File: src/rtl/db9_md_pad_scanner.sv
`default_nettype none
// ============================================================================
// Module      : db9_md_pad_scanner
// Description : Scans one or two Sega Mega Drive 3/6-button pads on the DB9
//               user port. Drives the pad SELECT line and the port split mux.
//               Samples the active-low pad pins on the last cycle of each
//               SELECT phase. Publishes active-high button words atomically,
//               one per completed eight-phase sequence.
// Revision    : 1.0 - initial release
// ----------------------------------------------------------------------------
// Parameters:
//   PHASE_CYC  clk_sys cycles per SELECT phase (>= 2)
//   IDLE_CYC   cycles SELECT is held high between sequences (>= 2)
// Ports:
//   clk_sys    in   1   system clock, rising edge
//   reset      in   1   synchronous, active-high
//   joy_in     in   6   pad pins, active-low: [0]Up [1]Down [2]Left [3]Right
//                       [4]B/A [5]C/Start
//   joy_mdsel  out  1   pad SELECT (pin 7)
//   joy_split  out  1   port mux: 0 = player 1, 1 = player 2
//   joystick1  out  16  player 1: [0]R [1]L [2]D [3]U [4]B [5]C [6]A [7]Start
//                       [8]Z [9]Y [10]X [11]Mode [12]present [13]six_btn
//   joystick2  out  16  player 2, same layout
// Configuration macro:
//   DB9_SECOND_PORT_EN  defined   : players alternate, joy_split toggles at
//                                   every commit
//                       undefined : joy_split tied 0, joystick2 tied 0, every
//                                   commit targets joystick1
// ============================================================================
module db9_md_pad_scanner #(
    parameter int PHASE_CYC = 400,
    parameter int IDLE_CYC  = 100000
) (
    input  logic        clk_sys,
    input  logic        reset,
    input  logic [5:0]  joy_in,
    output logic        joy_mdsel,
    output logic        joy_split,
    output logic [15:0] joystick1,
    output logic [15:0] joystick2
);

    // One counter serves both the idle wait and the phase timing.
    localparam int c_CNT_MAX = (IDLE_CYC > PHASE_CYC) ? IDLE_CYC : PHASE_CYC;
    localparam int c_CNT_W   = (c_CNT_MAX > 2) ? $clog2(c_CNT_MAX) : 1;

    localparam logic [c_CNT_W-1:0] c_PHASE_LAST = c_CNT_W'(PHASE_CYC - 1);
    localparam logic [c_CNT_W-1:0] c_IDLE_LAST  = c_CNT_W'(IDLE_CYC - 1);

    typedef enum logic [1:0] {
        ST_IDLE   = 2'd0,
        ST_SCAN   = 2'd1,
        ST_COMMIT = 2'd2
    } state_t;

    state_t               r_state;
    logic [c_CNT_W-1:0]   r_cnt;
    logic [2:0]           r_phase;
    logic [5:0]           r_pin;
    logic [13:0]          r_cap;
    logic                 r_mdsel;
    logic [15:0]          r_joy1;

    logic [5:0]           w_n;
    logic                 w_phase_end;
    logic [15:0]          w_word;

    // Active-high view of the registered pins.
    assign w_n         = ~r_pin;
    assign w_phase_end = (r_cnt == c_PHASE_LAST);
    // An absent pad publishes an all-zero word regardless of stray bits.
    assign w_word      = r_cap[12] ? {2'b00, r_cap} : 16'h0000;

`ifdef DB9_SECOND_PORT_EN
    logic        r_split;
    logic [15:0] r_joy2;
`endif

    always_ff @(posedge clk_sys) begin
        if (reset) begin
            r_state <= ST_IDLE;
            r_cnt   <= '0;
            r_phase <= 3'd0;
            r_pin   <= 6'h3F;
            r_cap   <= '0;
            r_mdsel <= 1'b1;
            r_joy1  <= 16'h0000;
`ifdef DB9_SECOND_PORT_EN
            r_split <= 1'b0;
            r_joy2  <= 16'h0000;
`endif
        end else begin
            // Single input register: with PHASE_CYC >= 2 the value read on
            // the last phase cycle always reflects the current SELECT level.
            r_pin <= joy_in;

            case (r_state)
                ST_IDLE: begin
                    if (r_cnt == c_IDLE_LAST) begin
                        r_cnt   <= '0;
                        r_phase <= 3'd0;
                        r_mdsel <= 1'b0;
                        r_cap   <= '0;
                        r_state <= ST_SCAN;
                    end else begin
                        r_cnt <= r_cnt + 1'b1;
                    end
                end

                ST_SCAN: begin
                    if (w_phase_end) begin
                        r_cnt <= '0;
                        case (r_phase)
                            3'd0: begin
                                r_cap[12] <= w_n[2] & w_n[3];
                                r_cap[6]  <= w_n[4];
                                r_cap[7]  <= w_n[5];
                            end
                            3'd1: begin
                                r_cap[3] <= w_n[0];
                                r_cap[2] <= w_n[1];
                                r_cap[1] <= w_n[2];
                                r_cap[0] <= w_n[3];
                                r_cap[4] <= w_n[4];
                                r_cap[5] <= w_n[5];
                            end
                            3'd4: begin
                                r_cap[13] <= &w_n[3:0];
                            end
                            3'd5: begin
                                // Extra buttons only exist on a pad that
                                // identified itself at the previous phase.
                                if (r_cap[13]) begin
                                    r_cap[8]  <= w_n[0];
                                    r_cap[9]  <= w_n[1];
                                    r_cap[10] <= w_n[2];
                                    r_cap[11] <= w_n[3];
                                end
                            end
                            default: begin
                            end
                        endcase

                        if (r_phase == 3'd7) begin
                            r_state <= ST_COMMIT;
                        end else begin
                            r_phase <= r_phase + 3'd1;
                            // SELECT follows bit 0 of the next phase.
                            r_mdsel <= ~r_phase[0];
                        end
                    end else begin
                        r_cnt <= r_cnt + 1'b1;
                    end
                end

                ST_COMMIT: begin
`ifdef DB9_SECOND_PORT_EN
                    if (r_split) begin
                        r_joy2 <= w_word;
                    end else begin
                        r_joy1 <= w_word;
                    end
                    // The new split value holds through the whole idle
                    // period, so the mux settles before the next SELECT edge.
                    r_split <= ~r_split;
`else
                    r_joy1 <= w_word;
`endif
                    r_cnt   <= '0;
                    r_state <= ST_IDLE;
                end

                default: begin
                    r_cnt   <= '0;
                    r_mdsel <= 1'b1;
                    r_state <= ST_IDLE;
                end
            endcase
        end
    end

    assign joy_mdsel = r_mdsel;
    assign joystick1 = r_joy1;

`ifdef DB9_SECOND_PORT_EN
    assign joy_split = r_split;
    assign joystick2 = r_joy2;
`else
    assign joy_split = 1'b0;
    assign joystick2 = 16'h0000;
`endif

endmodule
`default_nettype wire

File: config.mk
export PLATFORM = sky130hd
export DESIGN_NAME = db9_md_pad_scanner
export DESIGN_NICKNAME = d
export VERILOG_FILES = /design/src/rtl/db9_md_pad_scanner.sv
export SDC_FILE = /design/constraint.sdc
export NUM_CORES = 1
export LEC_CHECK = 0
export BUFFER_PORTS_ARGS = -buffer_cell sky130_fd_sc_hd__buf_4
export CAP_MARGIN = 20
export CORE_MARGIN = 2
export CORE_UTILIZATION = 47
export DETAILED_ROUTE_END_ITERATION = 12
export PLACE_DENSITY = 0.68
export SETUP_SLACK_MARGIN = 0.2
export SLEW_MARGIN = 0
export SYNTH_ARGS = -nofsm -noshare
export SYNTH_HDL_FRONTEND = slang
export SYNTH_SLANG_ARGS = --single-unit
export TNS_END_PERCENT = 100
File: constraint.sdc
create_clock -name clk_sys -period 6.4 [get_ports clk_sys]
set_clock_uncertainty 0.15 [all_clocks]
set_input_delay 0.32 -clock clk_sys [delete_from_list [all_inputs] [get_ports clk_sys]]
set_output_delay 0.32 -clock clk_sys [all_outputs]
set_load 0.02 [all_outputs]
## After elaboration in Yosys (flattened, before gate mapping)

Index checks and enable logic that the tools add are counted.

| storage, ports and cells | value |
|---|---|
| flip-flop bits (word level) | 59 |

| cells by class | value |
|---|---|
| mux-type cells | 25 |
| $add $sub $neg | 2 |
| reduce and logical (&&, ||, !) cells | 11 |
| equality and inequality tests | 17 |
| bitwise logic cells | 4 |

Operators by type and width:

| kind | count |
|---|---|
| $mux 14 | 3 |
| $mux 17 | 2 |
| $pmux 17 s2 | 1 |
| $pmux 14 s2 | 1 |
| $reduce_and 4->1 | 6 |
| $add 17x1->17 const B | 1 |
| $eq 17x17->1 const B | 1 |
| $eq 17x9->1 const B | 1 |
| $ne 2x2->1 const B | 5 |
| $eq 3x3->1 const B | 3 |
| $mux 3 | 3 |
| $mux 2 | 4 |
| $mux 4 | 2 |
| $ne 2x1->1 const B | 4 |
| $mux 6 | 1 |
| $not 6->6 | 1 |
| $pmux 3 s2 | 1 |
| $mux 1 | 5 |
| $reduce_and 5->1 | 1 |
| $pmux 2 s2 | 1 |
| $add 3x1->3 const B | 1 |
| $eq 3x1->1 const B | 1 |
| $logic_not 3->1 | 1 |
| $pmux 1 s3 | 1 |
| other kinds (7) | 8 |

## Depth between registers and ports, before layout

Gate-level depths: netlist (run 1).

| logic depth | value |
|---|---|
| depth in word-level cells | 5 |
| gate-level depth with buffers | 8 |
| mapped depth without buffers | 6 |

## Worst setup path before layout (run 1)

No wires, ideal clock.

| path | value |
|---|---|
| kind | register to register |
| from | register r_cnt[0] |
| to | register r_cap[0] |
| stages on the path, launching flop included | 7 |
| required time | 6.129 ns |
| arrival | 1.831 ns |
| slack | 4.298 ns |
| period minus slack after synthesis | 2.102 ns |
| path buffers | 0 |
| setup time | 0.121 ns |
| cells stage by stage | dfxtp_1 -> ha_1 -> and3_1 -> nand4_4 -> nor4_4 -> a31oi_4 -> mux2_4 |

| on the way | value |
|---|---|
| word-level cells in the longest chain between the ends | 3 |

Ends and longest elaborated chain:

| element | line | source |
|---|---|---|
| start: declaration | 57 | `logic [c_CNT_W-1:0] r_cnt;` |
| start signal: assignment | 106 | `r_cnt <= r_cnt + 1'b1;` |
| start signal: assignment | 152 | `r_cnt <= r_cnt + 1'b1;` |
| $eq 17x17->1 or $eq 17x9->1 (tied branches) | 99, 70 |  |
| $ne 2x2->1 (no line) | n/a |  |
| $reduce_and 4->1 (no line) (*) | n/a |  |
| end signal: assignment | 123 | `r_cap[0] <= w_n[3];` |
| end: declaration | 60 | `logic [13:0] r_cap;` |

Every way passes the cells marked *; elsewhere a longest branch is shown, timed or not.
A chain may end at the register's enable or synchronous reset.

## Worst setup path after layout (run 1)

| path | value |
|---|---|
| from | register r_cnt[0] |
| to | register r_cap[11] |

| on the way | value |
|---|---|
| word-level cells in the longest chain between the ends | 3 |

Ends and longest elaborated chain:

| element | line | source |
|---|---|---|
| $eq 17x17->1 or $eq 17x9->1 (tied branches) | 99, 70 |  |
| $ne 2x2->1 (no line) | n/a |  |
| $reduce_and 5->1 (no line) (*) | n/a |  |
| end signal: assignment | 137 | `r_cap[11] <= w_n[3];` |

Marks and branches as above.

==> impl_results.md, run 1 <==
- Status: completed
- Ys Warns: 0
- Placed inst area: around 2700 µm²
- Final wirelength: 4.76 mm
- Most common cell after layout, fill and taps aside: dfxtp_1
- IO Pins: 42
- GR Overflow Total: 0
- Design area: 2940 µm²
- PostCTS Resize Cnt: 0
- Leakage: between 1 and 1.5 nW
- WL per Instance: 12.4 µm
- PwrDens: 261 nW/µm²
- TritonCTS clock tree: yes
- Reg2Reg Depth: 6
- CTS root buffer: clkbuf_8
- Row count: 27
- Share of power burned in registers: 46.9%
- Switching power share of the total: 21.6%
- Seq/Total Area, Yosys: approximately 44%
- Full die area: 6120 µm²
- Gate power share: under 10%
- Worst reg2reg endpoint: r_cap[11]
- Post-CTS setup buffer count: 0
- Fillers: 513
- CP Data Required Time: 6.48 ns
- Most frequent cells in the layout: dfxtp_1, nand2_1, nor2_1, buf_4, nand3_1
- RSZ-0062 raised after global routing: false
- Largest net degree at the start of global routing: 45
- Gr usage total: 16.9%
- Top Metal Used: met4
- Die height: 78.2 µm
- Reg-to-reg slack, setup: 4.09 ns
- Max-slew violations: 0
- P&R area growth vs syn: 13.6%
- Buffers on Ports: 22
- Post-Syn Area: 2590 µm²
- Setup TNS: 0 ns
- Fin. Hold Viols: 0
- DR WL met3: 216 µm
- Final Power: 0.769 mW
- Int Power: 0.603 mW
- Final hold slack: 0.0168 ns
- Vias: 1,937
- CTS HTree Levels: 3
- Hold buffers post-CTS: 0
- CP endpoint kind: flip-flop
- Top_reg_cell synth: dfxtp_1
- Hold endpoint: r_pin[5]
- Clk slew on worst S/H paths: roughly 0.060 ns
- Synth Register Bits: 57
- Die Span X: 78.2 µm
- Critical path data arrival time: 2.39 ns
- Inserted Clock Buffers: 9
- Worst setup SP type: flip-flop
- Initial antenna violation count: 0
- Layout cell share with drive strength beyond 1: roughly 19%
- Clk_lat worst skew: 0.34 ns
- Met2 wire len: between 2 and 2.5 mm
- Inst Count DP: 368
- Min-delay src: joy_in[5]
- Hold Path Class: input port to flip-flop
- First-pass GRT wire length: 8.05 mm
- Initial drt markers: just under 70
- Kind of critical path: flip-flop to flip-flop
- Period Utilization, post-route: 36.0%
- Clk buf depth: 2
- Non-Filler Instances: between 300 and 400
- HPWL Detailed: 3.27 mm
- Min cycle time layout: 2.31 ns
- Distinct cells, synth: 45
- Reg2reg start: r_cnt[0]
- Max-Cap Viols: 0
- Post-route DRC: 0
- Number of global-route vias before repair: 1,713
- Worst hold path depth: 2
- Worst slew margin: between 40% and 50%
- Max IR drop VDD: 0.177 mV
- Crit path max fanout: 10
- Core region area: ~5400 µm²
- Syn_area_per_cell: 8.96 µm²
- Post-synth top area share: 44.1%
- Synth Instances: 289
- Clock Sinks: 57
- M1 WL: 2.42 mm
- RePlAce Congestion: 0.888
- Setup violators final: 0
- # nets final: 320
- Vias/cell: about 5.0
- N_diodes: 0
- Async SR Flop Fraction: 0%
- Area contributors post-synth: dfxtp_1, buf_4, nand2_1, nor2_1, nand3_1
- Highest Clock Rate: 434 MHz
- P_sw: 0.166 mW
- Synth area leader: dfxtp_1
- Clock power frac: 49.9%
- Antenna-violating nets left: 0
- Tightest Pin Transition: approximately 0.86 ns
- Starting Density: 47.9%
- Post-synth EDFFs: 0
- Drt pass-1 iters: 4
## metrics by stage
| step | utilization (%) | setup slack, ns |
|---|---|---|
| global route | 54.4 | 3.93 |
| CTS | 54.4 | 4.08 |
| detailed placement | 50.2 | 4.12 |
| global placement | 50.2 | 4.16 |
| floorplan | - | 4.30 |
| finish | 54.4 | 4.09 |
## routing by layer
layer | GRT usage, % | vias up
li1 | - | 986
met1 | 22.7 | 894
met2 | 23.9 | 50
met3 | 5.86 | 7
met4 | 8.95 | 0
met5 | 0 | -
## power by group through the flow
stage / Sequential (mW) / Clock, mW / Combinational [mW]
after floorplan: 0.368 / 0 / 0.0286
after global placement: 0.369 / 0 / 0.0244
after detailed placement: 0.369 / 0 / 0.0242
after CTS: 0.361 / 0.390 / 0.0244
after global routing: 0.361 / 0.411 / 0.0273
final: 0.361 / 0.384 / 0.0245
## worst max-delay path by stage
stage                        start        end  slack [ns]
final                     r_cnt[0]  r_cap[11]        4.09
after global placement    r_cnt[0]   r_cap[0]        4.16
after floorplan           r_cnt[0]   r_cap[0]        4.30
after detailed placement  r_cnt[0]   r_cap[0]        4.12
after global routing      r_cnt[0]  r_cap[11]        3.93
after CTS                 r_cnt[0]  r_cap[11]        4.08
## area by class of cell
class,count,area [µm²],share of cell area [%]
repair buffers,22,165,5.61
clock buffers,11,151,5.14
flip-flops and latches,57,1140,38.8
inverters,6,22.5,0.765
well taps,72,90.1,3.06
clock inverters,5,77.6,2.64
multi-input cells,211,1290,44.0
## Yosys cell counts (3+ instances only)
library cell,instances
clkbuf_1,9
or2_2,6
or3_1,3
nor2_1,29
xor2_1,9
buf_4,19
a21oi_1,16
mux2i_1,7
o32ai_1,4
nand4_1,5
nand2_1,33
nor3_1,10
dfxtp_1,57
nor2b_1,6
nand2b_1,3
inv_1,6
ha_1,5
nand3_1,20
xnor2_1,6
mux2_4,4
buf_2,3
## cell families (layout without fill, tap and decap cells)
kind of cell | after synthesis | in the layout | synth area share (%)
buffers and inverters | 39 | 44 | 8.55
DFF | 57 | 57 | 44.1
adders and majority gates | 5 | 5 | 2.42
muxes | 11 | 11 | 5.02
AOI/OAI and AO/OA | 34 | 34 | 9.37
and+or+nand+nor | 127 | 127 | 25.4
other | 1 | 19 | 0.145
xor gates and xnor gates | 15 | 15 | 5.07
## critical path, cell delays in order, from the launching register on
cell and delay, ns:
dfxtp_1 0.35, ha_1 0.19, and3_1 0.27, nand4_4 0.16, nor4_4 0.58, o211ai_2 0.21
o32ai_1 0.29
## registers in the layout (all words and copies together), names as in the netlist
register / count
joy_mdsel: 1
joystick1: 14
r_cap: 14
r_cnt: 17
r_phase: 3
r_pin: 6
r_state: 2
(Power assumes the default switching activity.)
==> run 2, diff against run 1 <==
==> constraint.sdc (replaced) <==
create_clock -name clk_sys -period 2.26 [get_ports clk_sys]
set_clock_uncertainty 0.15 [all_clocks]
set_input_delay 0.113 -clock clk_sys [delete_from_list [all_inputs] [get_ports clk_sys]]
set_output_delay 0.113 -clock clk_sys [all_outputs]
set_load 0.02 [all_outputs]
==> impl_results.md, run 2 (synthesis results as in run 1) <==
- N_diodes: 0 (unchanged)
- Period Utilization, post-route: 89.6% (was 36.0%)
- CP Data Required Time: 2.34 ns (was 6.48 ns)
- Initial drt markers: 82 (was 68)
- Max-slew violations: 0 (unchanged)
- Max IR drop VDD: 0.442 mV (was 0.177 mV)
- Drt pass-1 iters: 4 (unchanged)
- Buffers on Ports: 22 (unchanged)
- Number of global-route vias before repair: 1,819 (was 1,713)
- Max FFs per register: 17 (unchanged)
- Clk buf depth: 2 (unchanged)
- Antenna-violating nets left: 0 (unchanged)
- Highest Clock Rate: 494 MHz (was 434 MHz)
- Critical Path Max Stage Delay: 0.36 ns (was 0.58 ns)
- Inserted Clock Buffers: 9 (unchanged)
- Clk slew on worst S/H paths: 0.07 ns (was 0.06 ns)
- CTS HTree Levels: 3 (unchanged)
- Vias: 2,013 (was 1,937)
- Min cycle time layout: 2.02 ns (was 2.31 ns)
- Status: completed (unchanged)
- Vias/cell: 4.98 (was 5.04)
- Fin. Hold Viols: 0 (unchanged)
- CP endpoint kind: flip-flop (unchanged)
- Critical path's slowest cell: dfxtp_4 (was nor4_4)
- # nets final: 340 (was 320)
- Leakage: 1.22 nW (was 1.13 nW)
- P&R area growth vs syn: 21.1% (was 13.6%)
- GR Overflow Total: 0 (unchanged)
- Worst slew margin: 66.5% (was 42.4%)
- Row count: 27 (unchanged)
- Setup violators final: 0 (unchanged)
- Clk_lat worst skew: 0.34 ns (about the same)
- Final wirelength: 5.02 mm (was 4.76 mm)
- First-pass GRT wire length: 8.27 mm (was 8.05 mm)
- Fillers: 503 (was 513)
- Worst setup SP type: flip-flop (unchanged)
- Most flop-heavy register: r_cnt (unchanged)
- Clock Sinks: 57 (unchanged)
- Post-route DRC: 0 (unchanged)
- Most common cell after layout, fill and taps aside: dfxtp_1 (unchanged)
- TritonCTS clock tree: yes (unchanged)
- Most frequent cells in the layout: dfxtp_1, buf_4, nand2_1, nor2_1, nand3_1 (was dfxtp_1, nand2_1, nor2_1, buf_4, nand3_1)
- Full die area: 6120 µm² (unchanged)
- RePlAce Congestion: 0.812 (was 0.888)
- RSZ-0062 raised after global routing: true (was false)
- Max-Cap Viols: 0 (unchanged)
- WL per Instance: 12.4 µm (about the same)
- Kind of critical path: flip-flop to flip-flop (unchanged)
- CTS root buffer: clkbuf_8 (unchanged)
- Layout cell share with drive strength beyond 1: 23.8% (was 18.6%)
- PwrDens: 695 nW/µm² (was 261 nW/µm²)
- Critical path data arrival time: 2.10 ns (was 2.39 ns)
- Starting Density: 47.9% (unchanged)
- HPWL Detailed: 3.32 mm (was 3.27 mm)
- Crit path max fanout: 6 (was 10)
- Initial antenna violation count: 0 (unchanged)
- Die height: 78.2 µm (unchanged)
- Tightest Pin Transition: 0.503 ns (was 0.862 ns)
- Inst Count DP: 375 (was 368)
- Largest net degree at the start of global routing: 45 (unchanged)
- Most used cell, CP: nor4_4
- Core region area: 5410 µm² (unchanged)
- Worst path cell trace: nor4_4 > nand4_4 > nor4_4 > buf_4 > a31oi_4 > mux2_4 (was ha_1 > and3_1 > nand4_4 > nor4_4 > o211ai_2 > o32ai_1)
- IO Pins: 42 (unchanged)
- Hold Path Class: input port to flip-flop (unchanged)
- Die Span X: 78.2 µm (unchanged)
- Gr usage total: 17.4% (was 16.9%)
- Setup TNS: 0 ns (unchanged)
- Non-Filler Instances: 404 (was 384)
run 2: changes by cell type in the layout (fill, tap and decap cells not counted), moves of 2 or more:
cell / previous run / this run
o32ai_1: 4 / 2
o32ai_2: 0 / 2
dfxtp_2: 0 / 2
dfxtp_1: 57 / 54
buf_4: 22 / 36
dlygate4sd3_1: 0 / 6
run 2: metal layers:
layer | wire length, µm | part of all wire, % | up-vias | GRT usage [%]
met4 | 129 | 2.6 | 0 | 10.0
li1 | - | - | 1022 | -
met1 | 2440 | 49 | 932 | 22.8
met3 | 229 | 4.6 | 11 | 4.83
met5 | 0 | 0 | - | 0
met2 | 2220 | 44 | 48 | 25.9
run 2: path summary, 6_finish.rpt:
kind         startpoint  slack, ns       endpoint  cells after the start
max           r_cnt[14]       0.24       r_cap[2]                      6
min               reset       0.05  joystick1[13]                      2
min reg2reg    r_cnt[0]       0.26       r_cnt[0]                      1
max reg2reg   r_cnt[14]       0.24       r_cap[2]                      6
run 2: layout make-up:
cell class                 instances  area (µm²)  area share [%]
clock buffer                      11         151            4.83
clock inverter                     5        77.6            2.47
tap                               72        90.1            2.87
inverter                           6        22.5           0.718
multi-input combinational        211        1320            42.0
timing repair buffer              42         330            10.5
sequential                        57        1150            36.6
run 2: stage by stage:
step                total power [mW]  setup WS, ns  area [µm²]  hold WS, ns  util (%)
global route                    2.26         0.145        3140       0.0716      58.0
detailed placement              1.12         0.197        2770        0.151      51.2
CTS                             2.20         0.258        3070       0.0458      56.8
global placement                1.11         0.238        2770        0.150      51.2
floorplan                       1.12         0.232        2660       0.0668         -
finish                          2.18         0.236        3140       0.0543      58.0
run 2: worst max-delay path, delay by kind of cell (launching register included):
family / cells / cell delay [ns]
buf+inv: 1 / 0.20
mux: 1 / 0.33
simple gates: 3 / 0.81
compound gates: 1 / 0.07
flops: 1 / 0.36
run 2: repair_timing:
item,CTS,global route
pin swaps,0,4
buffers inserted,1,6
endpoints found under the setup margin,4,10
hold endpoints to repair,6,0
resized for setup,2,7
gates cloned,0,0
hold buffers,6,0
run 2: power breakdown:
part	switching, mW	internal (mW)	total [mW]	leakage (nW)
combinational	0.0559	0.0249	0.0808	0.644
sequential	0.00807	1.01	1.02	0.463
clock	0.399	0.676	1.08	0.115
